## config.mk

```make
export PLATFORM = sky130hd
export DESIGN_NAME = imem_program_loader_flat
export DESIGN_NICKNAME = d
export VERILOG_FILES = /design/src/rtl/imem_program_loader_if.sv /design/src/rtl/imem_program_loader.sv /design/src/flat_wrapper.sv
export SDC_FILE = /design/constraint.sdc
export NUM_CORES = 1
export LEC_CHECK = 0
export ABC_AREA = 1
export BUFFER_PORTS_ARGS = -buffer_cell sky130_fd_sc_hd__buf_2
export CORE_MARGIN = 2
export CORE_UTILIZATION = 50
export DETAILED_ROUTE_END_ITERATION = 8
export PLACE_DENSITY = 0.83
export RECOVER_POWER = 100
export SETUP_SLACK_MARGIN = 0.5
export SKIP_CTS_REPAIR_TIMING = 1
export SYNTH_ARGS = -nofsm -noshare
export SYNTH_HDL_FRONTEND = slang
export SYNTH_SLANG_ARGS = --single-unit
```

## constraint.sdc

```tcl
create_clock -name clk -period 4.2 [get_ports clk]
set_clock_uncertainty 0.05 [all_clocks]
set_input_delay 1.05 -clock clk [delete_from_list [all_inputs] [get_ports clk]]
set_output_delay 1.05 -clock clk [all_outputs]
set_load 0.03 [all_outputs]
```

## src/rtl/imem_program_loader_if.sv

```systemverilog
// Byte-stream handshake into the program loader. A byte transfers on a rising
// clk edge where in_valid and in_ready are both high; in_data is held while in_valid waits.
interface imem_program_loader_if;
    logic [7:0] in_data;
    logic       in_valid;
    logic       in_ready;

    modport master (output in_data, output in_valid, input in_ready);
    modport slave  (input in_data, input in_valid, output in_ready);
endinterface

```

## src/rtl/imem_program_loader.sv

```systemverilog
// Streams big-endian bytes into 32-bit words and writes them sequentially into
// instruction memory, holding the core in reset until the image is complete.
module imem_program_loader #(
    parameter int ADDR_W    = 8,
    parameter bit BOOT_HOLD = 1'b1
) (
    input  logic                 clk,
    input  logic                 reset,
    input  logic                 start,
    input  logic [ADDR_W-1:0]    base_addr,
    input  logic [ADDR_W:0]      num_words,
    imem_program_loader_if.slave in_s,
    output logic                 imem_we,
    output logic [ADDR_W-1:0]    imem_addr,
    output logic [31:0]          imem_wdata,
    output logic                 cpu_reset,
    output logic                 busy,
    output logic                 done,
    output logic [7:0]           checksum,
    output logic [1:0]           dbg_state
);

    typedef enum logic [1:0] {
        S_IDLE  = 2'd0,
        S_RECV  = 2'd1,
        S_WRITE = 2'd2,
        S_DONE  = 2'd3
    } state_t;

    localparam logic [ADDR_W:0] ONE_W = {{ADDR_W{1'b0}}, 1'b1};

    state_t            state;
    state_t            state_nxt;
    logic [ADDR_W-1:0] base_q;
    logic [ADDR_W:0]   num_q;
    logic [ADDR_W:0]   word_cnt;
    logic [ADDR_W:0]   word_cnt_inc;
    logic [1:0]        byte_cnt;
    logic [31:0]       word_q;
    logic              accept;
    logic              start_ok;
    logic              last_byte;

    assign start_ok     = (state == S_IDLE) && start;
    assign accept       = (state == S_RECV) && in_s.in_valid;
    assign last_byte    = accept && (byte_cnt == 2'd3);
    assign word_cnt_inc = word_cnt + ONE_W;
    assign dbg_state    = state;

    always_ff @(posedge clk or posedge reset) begin
        if (reset) begin
            state <= S_IDLE;
        end else begin
            state <= state_nxt;
        end
    end

    always_comb begin
        state_nxt = state;
        case (state)
            S_IDLE: begin
                if (start) begin
                    state_nxt = (num_words == '0) ? S_DONE : S_RECV;
                end
            end
            S_RECV: begin
                if (last_byte) begin
                    state_nxt = S_WRITE;
                end
            end
            S_WRITE: begin
                state_nxt = (word_cnt_inc == num_q) ? S_DONE : S_RECV;
            end
            default: state_nxt = S_IDLE;
        endcase
    end

    always_comb begin
        in_s.in_ready = 1'b0;
        busy          = 1'b0;
        done          = 1'b0;
        imem_we       = 1'b0;
        case (state)
            S_RECV: begin
                in_s.in_ready = 1'b1;
                busy          = 1'b1;
            end
            S_WRITE: begin
                imem_we = 1'b1;
                busy    = 1'b1;
            end
            S_DONE:  done = 1'b1;
            default: ;
        endcase
    end

    always_ff @(posedge clk or posedge reset) begin
        if (reset) begin
            base_q     <= '0;
            num_q      <= '0;
            word_cnt   <= '0;
            byte_cnt   <= '0;
            word_q     <= '0;
            checksum   <= '0;
            imem_addr  <= '0;
            imem_wdata <= '0;
        end else begin
            if (start_ok) begin
                base_q   <= base_addr;
                num_q    <= num_words;
                word_cnt <= '0;
                byte_cnt <= '0;
                word_q   <= '0;
                checksum <= '0;
            end
            if (accept) begin
                word_q   <= {word_q[23:0], in_s.in_data};
                checksum <= checksum ^ in_s.in_data;
                byte_cnt <= byte_cnt + 2'd1;
            end
            // Address and data are captured with the 4th byte so they are stable for the whole WRITE cycle.
            if (last_byte) begin
                imem_addr  <= base_q + word_cnt[ADDR_W-1:0];
                imem_wdata <= {word_q[23:0], in_s.in_data};
            end
            if (state == S_WRITE) begin
                word_cnt <= word_cnt_inc;
            end
        end
    end

    // Core reset drops on the same edge the DONE pulse begins, including zero-length loads.
    always_ff @(posedge clk or posedge reset) begin
        if (reset) begin
            cpu_reset <= BOOT_HOLD;
        end else if (state_nxt == S_DONE && state != S_DONE) begin
            cpu_reset <= 1'b0;
        end else if (start_ok) begin
            cpu_reset <= 1'b1;
        end
    end

endmodule

```

## src/flat_wrapper.sv

```systemverilog
// flat-port wrapper written by rule: the top's interface ports become plain ports
module imem_program_loader_flat 
#(
    parameter int ADDR_W    = 8,
    parameter bit BOOT_HOLD = 1'b1
)
  (clk, reset, start, base_addr, num_words, imem_we, imem_addr, imem_wdata, cpu_reset, busy, done, checksum, dbg_state, in_s_in_data, in_s_in_valid, in_s_in_ready);
  imem_program_loader_if in_s_i ();
  input  logic clk;
  input  logic reset;
  input  logic start;
  input  logic [ADDR_W-1:0] base_addr;
  input  logic [ADDR_W:0] num_words;
  output logic imem_we;
  output logic [ADDR_W-1:0] imem_addr;
  output logic [31:0] imem_wdata;
  output logic cpu_reset;
  output logic busy;
  output logic done;
  output logic [7:0] checksum;
  output logic [1:0] dbg_state;
  input wire logic [$bits(in_s_i.in_data)-1:0] in_s_in_data;
  input wire logic [$bits(in_s_i.in_valid)-1:0] in_s_in_valid;
  output wire logic [$bits(in_s_i.in_ready)-1:0] in_s_in_ready;
  assign in_s_i.in_data = in_s_in_data;
  assign in_s_i.in_valid = in_s_in_valid;
  assign in_s_in_ready = in_s_i.in_ready;
  imem_program_loader #(.ADDR_W(ADDR_W), .BOOT_HOLD(BOOT_HOLD)) u_core (.clk(clk), .reset(reset), .start(start), .base_addr(base_addr), .num_words(num_words), .in_s(in_s_i), .imem_we(imem_we), .imem_addr(imem_addr), .imem_wdata(imem_wdata), .cpu_reset(cpu_reset), .busy(busy), .done(done), .checksum(checksum), .dbg_state(dbg_state));
endmodule
```

==> flow_summary.json <==
{
  "status": "finished, final reports clean",
  "drive_gt1_frac": 0.119,
  "cp-startpoint": "u_core.dbg_state[1]$_DFF_PP0_",
  "clkTransAtPathRegs_ns": 0.10,
  "min_path_type": "flip-flop to flip-flop",
  "ys_warn_count": 0,
  "syn_inst": 509,
  "peakVddDrop_mv": 0.284,
  "io_pins": 84,
  "drc": 0,
  "r2r-start": "u_core.dbg_state[1]$_DFF_PP0_",
  "reg2reg_depth": 11,
  "fin_area_um2": 5220,
  "leakage_uw": 0.00255,
  "r2r_setup_slack_ns": 0.96,
  "wl_per_cell_um": 14.9,
  "syn-cell-area_um2": 4560,
  "place_area_um2": 5080,
  "synthFlopType": "dfrtp_1",
  "path_depth": 11,
  "antenna_found_initial": 0,
  "cts_buffers": 9,
  "path_buf_inv": 4,
  "avgViaCountPerCell": 5.33,
  "die_h_um": 99.5,
  "synth.area.top_cells": "dfrtp_1, nand2_1, o21ai_0",
  "fin_tns_setup_ns": 0,
  "crit_slowest_cell": "clkbuf_1",
  "cts_tree": "built",
  "rsz0062_at_grt": "false",
  "die-area_um2": 9890,
  "yosysTopAreaCellShare": 0.560,
  "clkLatencyLatePin_ns": 0.37,
  "drt-initial-drc-count": 235,
  "max_freq_ghz": 0.309,
  "start_util": 0.520,
  "avgSynthCellArea_um2": 8.95,
  "post-route-period-util": 0.771,
  "slew_violations": 0,
  "async_flop_share": 1.00,
  "synth_cell_types": 30,
  "cts_root_buffer": "clkbuf_8",
  "cp-start-kind": "flip-flop",
  "synth_seq_cells": 103,
  "ant_nets": 0,
  "fin_crit_ns": 3.24,
  "dp_hpwl_mm": 7.34,
  "seq_area_frac_synth": 0.566,
  "synthesis.nets": 552,
  "die_x_um": 99.5,
  "relSlewSlack": 0.307,
  "cp.arrival_ns": 3.50,
  "regToRegEndpoint": "u_core.cpu_reset$_DFFE_PP1P_",
  "worstSetupPathType": "flip-flop to flip-flop",
  "worst_path_largest_cell_delay_ns": 0.82,
  "syn2layout_area_growth_pct": 14.5,
  "yosysTopAreaCell": "dfrtp_1",
  "grt_max_degree": 83,
  "ys_top_cells_by_count": "nand2_1, dfrtp_1, o21ai_0, inv_1, nand3_1",
  "path_cells": "inv_1, ha_1, nand2_1, inv_1, nand2_1, clkbuf_1, a21oi_1, o21ai_0, nand3_1, nand2_1, inv_1",
  "cts.sinks": 103,
  "grt.total_usage": 0.220,
  "insertedDiodeCount": 0,
  "row_count": 34,
  "dr.pass1.iters": 5,
  "crit_fanout": 25,
  "vias": 3744,
  "cp_top_family": "buffers and inverters",
  "setup_violations": 0,
  "core_um2": 8760,
  "grt_pass1_wl_mm": 17.4,
  "place.gp.congestion": 0.905,
  "cts_buffer_depth": 2,
  "yosysMostFrequentCell": "nand2_1",
  "crit_required_ns": 4.47,
  "worstMarginPinSlew_ns": 1.03,
  "synth_edf_count": 0,
  "routed_wl_mm": 10.5,
  "power_uw": 3730,
  "nNetsFinal": 633,
  "p_per_area_nw_per_um2": 715,
  "numPortBuffers": 83,
  "cap_violations": 0,
  "end_kind": "flip-flop",
  "htree_levels": 3,
  "cp-endpoint": "u_core.cpu_reset$_DFFE_PP1P_",
  "hold_violations": 0,
  "grt_overflow": 0,
  "first_global_vias": 3663
}
-- layer usage --
metal | track usage | vias up | routed length, µm | part of all wire
li1 | - | 1808 | - | -
met1 | 0.290 | 1806 | 4640 | 0.44
met2 | 0.372 | 115 | 5120 | 0.49
met3 | 0.0492 | 15 | 540 | 0.052
met4 | 0.0601 | 0 | 169 | 0.016
met5 | 0 | - | 0 | 0
-- cell families (layout without fill, tap and decap cells) --
| kind of cell | Yosys count | in the layout | share of synthesized area |
|---|---|---|---|
| xor gates and xnor gates | 5 | 5 | 0.00961 |
| buffers and inverters | 77 | 163 | 0.0653 |
| AOI/OAI and AO/OA | 98 | 98 | 0.116 |
| adders and majority gates | 14 | 14 | 0.0401 |
| and+or+nand+nor | 212 | 212 | 0.203 |
| DFF | 103 | 103 | 0.566 |
-- registers in the layout, indices dropped and copies added, names as in the netlist --
register / flops
u_core.num_q: 9
u_core.dbg_state: 2
u_core.checksum: 8
u_core.word_q: 24
u_core.word_cnt: 9
u_core.cpu_reset: 1
u_core.imem_wdata: 32
u_core.imem_addr: 8
u_core.byte_cnt: 2
u_core.base_q: 8
-- area by class of cell --
class / instances / area [µm²]
Timing Repair Buffer: 87 / 385
Multi-Input combinational cell: 329 / 1680
Fill cell: 781 / 3550
Sequential cell: 103 / 2580
Clock buffer: 10 / 138
Tap cell: 108 / 135
Clock inverter: 6 / 73.8
Inverter: 60 / 226
-- worst min-delay path: cells and delay by family (launching register included) --
| family | cells | cell delay [ns] |
|---|---|---|
| flops | 1 | 0.36 |
| simple gates | 2 | 0.10 |
-- how the worst min path moves through the flow --
stage,slack (ns),depth (start not counted),start,end
after floorplan,0.40,1,u_core.byte_cnt[0]$_DFFE_PP0P_,u_core.byte_cnt[0]$_DFFE_PP0P_
after global placement,0.41,1,u_core.byte_cnt[0]$_DFFE_PP0P_,u_core.byte_cnt[0]$_DFFE_PP0P_
after detailed placement,0.41,2,u_core.imem_addr[7]$_DFFE_PP0P_,u_core.imem_addr[7]$_DFFE_PP0P_
after CTS,0.44,2,u_core.imem_addr[7]$_DFFE_PP0P_,u_core.imem_addr[7]$_DFFE_PP0P_
after global routing,0.47,2,u_core.imem_wdata[2]$_DFFE_PP0P_,u_core.imem_wdata[2]$_DFFE_PP0P_
final,0.44,2,u_core.imem_wdata[1]$_DFFE_PP0P_,u_core.imem_wdata[1]$_DFFE_PP0P_
-- through the flow --
stage                     hold WS, ns  worst slack (ns)  cells  utilization
after floorplan                 0.396              1.87    509            -
after global placement          0.407              1.27    687        0.580
after detailed placement        0.411              1.14    687        0.580
after CTS                       0.436              1.52    703        0.604
after global routing            0.468             0.609    703        0.595
final                           0.437             0.963    703        0.595
-- cell usage in the layout, fill, tap and decap left out --
cell / n
buf_12: 1
nand3_1: 23
inv_6: 2
a22oi_1: 1
clkbuf_1: 56
buf_4: 2
clkinvlp_2: 1
clkinv_1: 1
inv_2: 3
dfstp_2: 1
xor2_1: 5
clkinvlp_4: 2
o21ai_0: 58
o221ai_1: 1
inv_1: 55
nand3_2: 4
nor2_4: 2
nor2_2: 4
nor2_1: 7
a21oi_1: 11
nand2_1: 154
ha_1: 13
bufinv_16: 1
or2_2: 2
nand3b_1: 4
fa_1: 1
o21a_1: 1
nand2_2: 7
a31oi_1: 2
dfrtp_1: 102
nor4_1: 2
inv_8: 1
nand4_1: 3
buf_2: 28
clkbuf_8: 10
o22ai_1: 22
o21ai_1: 2
-- power breakdown --
group / internal [µW] / total [µW] / switching [µW]
registers: 1370 / 1590 / 220
clock network: 300 / 663 / 363
logic: 399 / 1480 / 1080
No activity file was read; power rests on OpenSTA's default activity.
